$ cat src/rtl/fwd_pkg.sv
// -----------------------------------------------------------------------------
// fwd_pkg
//   Shared constants and helpers for the forwarding / hazard scoreboard.
//
//   Contents:
//     FWD_NONE / FWD_EXMEM / FWD_MEMWB  2-bit forward-select encodings
//     BANK_INT / BANK_FP                register-bank identifiers
//     fwd_addr_t                        widest register address accepted by
//                                       reg_match (callers zero-extend)
//     reg_match()                       register-identity compare with the
//                                       hard-wired int x0 exclusion
// -----------------------------------------------------------------------------
package fwd_pkg;

    localparam logic [1:0] FWD_NONE  = 2'b00;
    localparam logic [1:0] FWD_EXMEM = 2'b01;
    localparam logic [1:0] FWD_MEMWB = 2'b10;

    localparam logic BANK_INT = 1'b0;
    localparam logic BANK_FP  = 1'b1;

    // Register addresses up to this width are supported by reg_match.
    localparam int FWD_ADDR_MAX = 8;
    typedef logic [FWD_ADDR_MAX-1:0] fwd_addr_t;

    // Two register references name the same architectural register.
    // Integer x0 is hard-wired to zero and therefore never produces a
    // dependency; float f0 is an ordinary register and does.
    function automatic logic reg_match(
        input fwd_addr_t addr_a,
        input logic      bank_a,
        input fwd_addr_t addr_b,
        input logic      bank_b
    );
        return (addr_a == addr_b) && (bank_a == bank_b) &&
               !((bank_a == BANK_INT) && (addr_a == '0));
    endfunction

endpackage : fwd_pkg

$ cat src/rtl/fwd_sb_counter.sv
// -----------------------------------------------------------------------------
// fwd_sb_counter
//   One scoreboard entry: remaining-latency countdown for a single
//   architectural register with an outstanding multi-cycle result.
//
//   Parameters:
//     LW        counter width
//   Ports:
//     clk       in   pipeline clock
//     rst_n     in   async active-low reset, clears the count
//     load      in   accepted multi-cycle issue targeting this register
//     load_val  in   latency to load (already saturated by the caller)
//     busy      out  count is nonzero, result not yet available
//
//   A load takes precedence over the free-running decrement so that a new
//   issue to a register whose previous result is just draining is not lost.
// -----------------------------------------------------------------------------
module fwd_sb_counter #(
    parameter int LW = 4
) (
    input  logic          clk,
    input  logic          rst_n,
    input  logic          load,
    input  logic [LW-1:0] load_val,
    output logic          busy
);

    logic [LW-1:0] cnt_q;
    logic [LW-1:0] cnt_d;

    // NOTE: every variable assigned in always_comb gets a default first, so
    // no path leaves it unassigned and no latch is inferred.
    always_comb begin
        cnt_d = cnt_q;
        if (load) begin
            cnt_d = load_val;
        end else if (cnt_q != '0) begin
            cnt_d = cnt_q - LW'(1);
        end
    end

    // NOTE: sequential state uses non-blocking assignment so every flop
    // samples the pre-edge value regardless of block evaluation order.
    always_ff @(posedge clk or negedge rst_n) begin
        if (!rst_n) begin
            cnt_q <= '0;
        end else begin
            cnt_q <= cnt_d;
        end
    end

    assign busy = (cnt_q != '0);

endmodule : fwd_sb_counter

$ cat src/rtl/fwd_hazard_scoreboard.sv
// -----------------------------------------------------------------------------
// fwd_hazard_scoreboard
//   Forwarding and hazard unit for the integer + floating-point pipeline.
//   Generates EX-stage operand forward selects, detects load-use hazards in
//   ID, and tracks outstanding multi-cycle results (FP div/sqrt/FMA) in a
//   per-register latency scoreboard. The combined stall holds PC and IF/ID
//   and injects a bubble into ID/EX.
//
//   Optional feature (compile-time macro FWD_PERF_CNT_EN):
//     defined   -> perf_stall_cnt / perf_lu_cnt count stall and load-use
//                  cycles, wrapping at 2**32
//     undefined -> both outputs tied to zero, no counter flops
//
//   Parameters:
//     AW       register address width (2**AW registers per bank)
//     NUM_SRC  source operands per instruction
//     MAX_LAT  longest multi-cycle latency; larger requests saturate
//
//   Ports:
//     clk, rst_n                          clock, async active-low reset
//     id_valid                            valid instruction in ID
//     id_rs_addr/id_rs_bank/id_rs_used    ID sources (bank 1 = float)
//     id_rd/id_rd_bank/id_rd_wr           ID destination
//     issue_lat                           ID latency, 0 = single-cycle op
//     id_ex_rd/_rd_bank/_regwrite/_is_load  instruction currently in EX
//     ex_rs_addr/ex_rs_bank               EX sources to be forwarded
//     ex_mem_rd/_rd_bank/_regwrite        EX/MEM producer
//     mem_wb_rd/_rd_bank/_regwrite        MEM/WB producer
//     fwd_sel                             2 bits per EX source
//                                         (00 none, 01 EX/MEM, 10 MEM/WB)
//     stall                               load-use or scoreboard hazard
//     sb_busy                             any scoreboard entry nonzero
//     perf_stall_cnt/perf_lu_cnt          performance counters
// -----------------------------------------------------------------------------
module fwd_hazard_scoreboard
    import fwd_pkg::*;
#(
    parameter  int AW      = 5,
    parameter  int NUM_SRC = 3,
    parameter  int MAX_LAT = 8,
    localparam int LW      = $clog2(MAX_LAT + 1)
) (
    input  logic                   clk,
    input  logic                   rst_n,

    input  logic                   id_valid,
    input  logic [NUM_SRC*AW-1:0]  id_rs_addr,
    input  logic [NUM_SRC-1:0]     id_rs_bank,
    input  logic [NUM_SRC-1:0]     id_rs_used,
    input  logic [AW-1:0]          id_rd,
    input  logic                   id_rd_bank,
    input  logic                   id_rd_wr,
    input  logic [LW-1:0]          issue_lat,

    input  logic [AW-1:0]          id_ex_rd,
    input  logic                   id_ex_rd_bank,
    input  logic                   id_ex_regwrite,
    input  logic                   id_ex_is_load,

    input  logic [NUM_SRC*AW-1:0]  ex_rs_addr,
    input  logic [NUM_SRC-1:0]     ex_rs_bank,

    input  logic [AW-1:0]          ex_mem_rd,
    input  logic                   ex_mem_rd_bank,
    input  logic                   ex_mem_regwrite,

    input  logic [AW-1:0]          mem_wb_rd,
    input  logic                   mem_wb_rd_bank,
    input  logic                   mem_wb_regwrite,

    output logic [2*NUM_SRC-1:0]   fwd_sel,
    output logic                   stall,
    output logic                   sb_busy,
    output logic [31:0]            perf_stall_cnt,
    output logic [31:0]            perf_lu_cnt
);

    // Scoreboard index is {bank, addr}: integer regs first, float regs after.
    localparam int IW   = AW + 1;
    localparam int NCNT = 2 ** IW;

    logic [NCNT-1:0] cnt_busy;
    logic            lu_src_hit;
    logic            sb_src_hit;
    logic            sb_rd_hit;
    logic            load_use;
    logic            sb_hit;
    logic            issue_ok;
    logic [IW-1:0]   issue_idx;
    logic [LW-1:0]   lat_sat;

    // -------------------------------------------------------------------------
    // EX-stage forwarding. The younger producer (EX/MEM) wins when both
    // pipeline registers hold the same destination.
    // -------------------------------------------------------------------------
    always_comb begin
        fwd_sel = {NUM_SRC{FWD_NONE}};
        for (int i = 0; i < NUM_SRC; i++) begin
            if (ex_mem_regwrite &&
                reg_match(fwd_addr_t'(ex_rs_addr[i*AW +: AW]), ex_rs_bank[i],
                          fwd_addr_t'(ex_mem_rd), ex_mem_rd_bank)) begin
                fwd_sel[2*i +: 2] = FWD_EXMEM;
            end else if (mem_wb_regwrite &&
                reg_match(fwd_addr_t'(ex_rs_addr[i*AW +: AW]), ex_rs_bank[i],
                          fwd_addr_t'(mem_wb_rd), mem_wb_rd_bank)) begin
                fwd_sel[2*i +: 2] = FWD_MEMWB;
            end
        end
    end

    // -------------------------------------------------------------------------
    // ID-stage hazard detection
    // -------------------------------------------------------------------------
    always_comb begin
        lu_src_hit = 1'b0;
        sb_src_hit = 1'b0;
        for (int i = 0; i < NUM_SRC; i++) begin
            if (id_rs_used[i]) begin
                if (reg_match(fwd_addr_t'(id_rs_addr[i*AW +: AW]), id_rs_bank[i],
                              fwd_addr_t'(id_ex_rd), id_ex_rd_bank)) begin
                    lu_src_hit = 1'b1;
                end
                // RAW against an outstanding multi-cycle result.
                if (cnt_busy[{id_rs_bank[i], id_rs_addr[i*AW +: AW]}]) begin
                    sb_src_hit = 1'b1;
                end
            end
        end
    end

    // WAW: a later write must not retire ahead of the pending long-latency one.
    assign sb_rd_hit = id_rd_wr && cnt_busy[{id_rd_bank, id_rd}];

    assign load_use = id_valid && id_ex_is_load && id_ex_regwrite && lu_src_hit;
    assign sb_hit   = id_valid && (sb_src_hit || sb_rd_hit);
    assign stall    = load_use || sb_hit;
    assign sb_busy  = |cnt_busy;

    // -------------------------------------------------------------------------
    // Scoreboard issue. A stalled instruction is not accepted, and int x0 has
    // no storage so writing it never needs tracking.
    // -------------------------------------------------------------------------
    assign issue_idx = {id_rd_bank, id_rd};
    assign issue_ok  = id_valid && id_rd_wr && (issue_lat != '0) && !stall &&
                       !((id_rd_bank == BANK_INT) && (id_rd == '0));
    assign lat_sat   = (issue_lat > LW'(MAX_LAT)) ? LW'(MAX_LAT) : issue_lat;

    // NOTE: the scoreboard is an array of individual flops, not RAM, so every
    // entry is cleared by reset; a stale count after reset would deadlock ID.
    for (genvar g = 0; g < NCNT; g++) begin : g_cnt
        fwd_sb_counter #(
            .LW (LW)
        ) u_cnt (
            .clk      (clk),
            .rst_n    (rst_n),
            .load     (issue_ok && (issue_idx == IW'(g))),
            .load_val (lat_sat),
            .busy     (cnt_busy[g])
        );
    end

    // -------------------------------------------------------------------------
    // Performance counters
    // -------------------------------------------------------------------------
`ifdef FWD_PERF_CNT_EN
    logic [31:0] perf_stall_q;
    logic [31:0] perf_lu_q;

    always_ff @(posedge clk or negedge rst_n) begin
        if (!rst_n) begin
            perf_stall_q <= '0;
            perf_lu_q    <= '0;
        end else begin
            perf_stall_q <= perf_stall_q + {31'd0, stall};
            perf_lu_q    <= perf_lu_q + {31'd0, load_use};
        end
    end

    assign perf_stall_cnt = perf_stall_q;
    assign perf_lu_cnt    = perf_lu_q;
`else
    assign perf_stall_cnt = 32'd0;
    assign perf_lu_cnt    = 32'd0;
`endif

endmodule : fwd_hazard_scoreboard

$ cat config.mk
export PLATFORM = sky130hd
export DESIGN_NAME = fwd_hazard_scoreboard
export DESIGN_NICKNAME = d
export VERILOG_FILES = /design/src/rtl/fwd_pkg.sv /design/src/rtl/fwd_sb_counter.sv /design/src/rtl/fwd_hazard_scoreboard.sv
export SDC_FILE = /design/constraint.sdc
export NUM_CORES = 1
export LEC_CHECK = 0
export BUFFER_PORTS_ARGS = -buffer_cell sky130_fd_sc_hd__buf_2
export CORE_MARGIN = 2
export CORE_UTILIZATION = 25
export DETAILED_ROUTE_END_ITERATION = 10
export PLACE_DENSITY = 0.42
export SYNTH_ARGS = -nofsm -noshare
export SYNTH_HDL_FRONTEND = slang
export SYNTH_SLANG_ARGS = --single-unit
$ cat constraint.sdc
create_clock -name clk -period 10.1 [get_ports clk]
set_clock_uncertainty 0.05 [all_clocks]
set_input_delay 2.02 -clock clk [delete_from_list [all_inputs] [get_ports clk]]
set_output_delay 2.02 -clock clk [all_outputs]
set_load 0.02 [all_outputs]
==> results.md <==
* Status: complete, no violations
* Worst Path Arrival at ~5600 ps
* Chip height at between 200 and 300 um
* Finished Layout Cells at between 3000 and 4000
* GRT overflow at 0
* CP endpoint kind: primary output
* Part of the power in registers at 31.1%
* First-pass GRT wire length at between 100000 and 150000 um
* # resized after CTS at 0
* Post-Syn Instances at roughly 2000
* Min-Delay Path Class: reg -> reg
* CTS tree: built
* Fin crit period at roughly 7600 ps
* Slew HR at ~12%
* I/O pin total at roughly 150
* Seq/Total Area, Yosys at about 34%
* Total power at ~0.0063 W
* Largest net degree at the start of global routing at 100
* Synth-to-Final Area Change at 13.8%
* Cell accounting for the most synthesized area: dfrtp_1
* Startpoint Class: input port
* Critical path required time at 8030 ps
* Max Cap Viol at 0
* Vias in the first global route at 15686
* CTS Hold Bufs at 0
* PwrDens at between 200 and 300 mW/mm2
* CTS root buf: clkbuf_16
* Leakage power at about 9.4 nW
* Synth warn at 0
* Dpl cells at a little over 3000
* RSZ-0062 raised after global routing: false
* DR WL/cell at around 23 um
* Synth Flop Type: dfrtp_1
* Largest regs: g_cnt.u_cnt.cnt_q: 256 flops
* Vias at around 16000
* GR Util All Layers at about 18%
* Most frequent cell after synthesis: dfrtp_1
* Combinational power share at roughly half
* GP Congestion at around 0.95
* Netlist Area Pre-Place at approximately 0.019 mm2
* Avg Inst Size Synth at approximately 9.1 um2
* Rows at 100
* Commonest cells post-synth: 256 x dfrtp_1, 180 x inv_1, 167 x mux2i_1
* H-tree levels at 2
* Synth top area share at ~34%
* Top post-synthesis cells by area: dfrtp_1 34%, mux2i_1 9.0%, xnor2_1 4.8%, ha_1 4.3%, a21oi_1 4.0%
* Die footprint at ~0.077 mm2
* Detail Route Antenna Nets at 0
* Final hold vios at 0
* Die Wd at approximately 280 um
* Max Buffers Root-to-Sink at 3
* TritonCTS buffer count at 34
* Power Internal at about 0.0036 W
* Grt met2 use at between 20% and 30%
* DRC at 0
* Setup TNS at 0 ps
* Sink Count at about 260
* Clock power share at between 20% and 30%
* Largest Register: g_cnt.u_cnt.cnt_q
* Worst-path clk slew at roughly 50 ps
* Sw Ratio at between 40% and 50%
* Nets at between 2000 and 2500
* Max reg flops at between 200 and 300
* Setup CP Type: in -> out
* Initial Utilization at ~25%
* Post-synth EDFFs at 0
* Number of port buffers at around 80
* Final setup fails at 0
* Cell variety after synth at 77
* DP HPWL at roughly 50000 um
* Final period util at about 76%
* Peak VDD IR at 0.000109 V
* GR Util met3 at about 3.3%
* Post-CTS Setup Inserts at 0
* First-pass DRT Iterations at 5
* Worst-Skew Late Latency at 560 ps
* Initial antenna violation count at 11
* Final WL at around 70000 um
* Drt via density at roughly 5.2
* DR iter-0 viols at between 1000 and 1500
* FF+latch count, synth at 256
* GR Util met1 at roughly a quarter
* Fin. max-slew vios at 0
* Maximum clock rate at about 130 MHz
* Most Used Layer, Global Route: met2
* CP Max Fanout at 31
* Async SR Flop Fraction at between 90% and 100%
* Core region area at roughly 0.074 mm2
* Least-Margin Pin Slew at roughly 1300 ps
* Net switching power at about 0.0026 W
* Ratio of cells with drive above 1 in the final layout at 14.1%
## power by group through the flow
stage | registers, W | clock network, W | logic (W)
after global placement | 0.00194 | 0 | 0.00292
after CTS | 0.00194 | 0.00132 | 0.00304
final | 0.00195 | 0.00128 | 0.00303
after detailed placement | 0.00196 | 0 | 0.00302
after floorplan | 0.00184 | 0 | 0.00223
after global routing | 0.00202 | 0.00136 | 0.00340
## area by class of cell
cell class	instances	area [um2]
Antenna cell	6	15.0
Clock buffer	51	1010
Clock inverter	8	144
Fill cell	7839	52900
Inverter	183	687
Multi-Input combinational cell	1503	11000
Sequential cell	256	6410
Tap cell	969	1210
Timing Repair Buffer	131	788
## cells in the final DEF, fill, tap and decap left out, types with 17 or more instances in the layout
cell type	synthesis	routed
mux2i_1	167	167
nor2b_1	20	19
nor3b_1	69	57
nor3b_2	29	41
conb_1	1	64
mux2_2	17	17
nand4_1	78	78
or3_1	63	63
nor2_1	64	63
ha_1	64	64
mux4_2	18	18
buf_4	67	49
clkbuf_16	0	37
nand2_1	91	91
buf_2	17	81
nand3_1	26	26
xnor2_1	103	103
a21oi_1	149	149
dfrtp_1	256	256
o21ai_0	145	145
a22oi_1	17	17
nor3_1	81	80
inv_1	180	180
## per-stage QoR
stage | utilization (%) | setup WS (ps) | cell area [um2] | hold slack (ps)
global placement | 27.1 | 2500 | 20000 | 438
detailed placement | 27.1 | 2560 | 20000 | 443
finish | 28.6 | 2470 | 21200 | 450
floorplan | - | 3400 | 18900 | 411
global route | 28.6 | 2260 | 21200 | 510
CTS | 28.6 | 2520 | 21200 | 455
## per-layer routing
metal,up-vias,wire length (um)
met5,-,36
met4,6,2140
met3,134,4440
met2,558,31000
met1,8045,32400
li1,7420,-
## cell families after synthesis
kind of cell	Yosys count	share of synthesized area, %
and+or+nand+nor	635	21.6
AOI/OAI and AO/OA	414	13.0
buffers and inverters	349	8.64
DFF	256	34.4
muxes	208	12.5
xor gates and xnor gates	118	5.55
adders and majority gates	64	4.30
other	1	0.0201
## worst paths after layout
check | slack (ps) | depth (start not counted) | endpoint | from
min reg2reg | 450 | 1 | g_cnt[0].u_cnt.cnt_q[0] | g_cnt[0].u_cnt.cnt_q[0]
max reg2reg | 4410 | 12 | g_cnt[61].u_cnt.cnt_q[3] | g_cnt[0].u_cnt.cnt_q[0]
max in group asynchronous | 6570 | 3 | g_cnt[58].u_cnt.cnt_q[2] | rst_n
min | 450 | 1 | g_cnt[0].u_cnt.cnt_q[0] | g_cnt[0].u_cnt.cnt_q[0]
min in group asynchronous | 1460 | 1 | g_cnt[44].u_cnt.cnt_q[1] | rst_n
max | 2470 | 9 | stall | id_rs_addr[1]
## critical path, stage by stage
cell	delay, ps
buf_2	530
inv_2	370
mux4_2	520
a2111oi_0	450
a2111oi_0	120
a311oi_1	390
o221a_4	570
a21boi_0	290
buf_2	230
No activity file was read; power rests on OpenSTA's default activity.
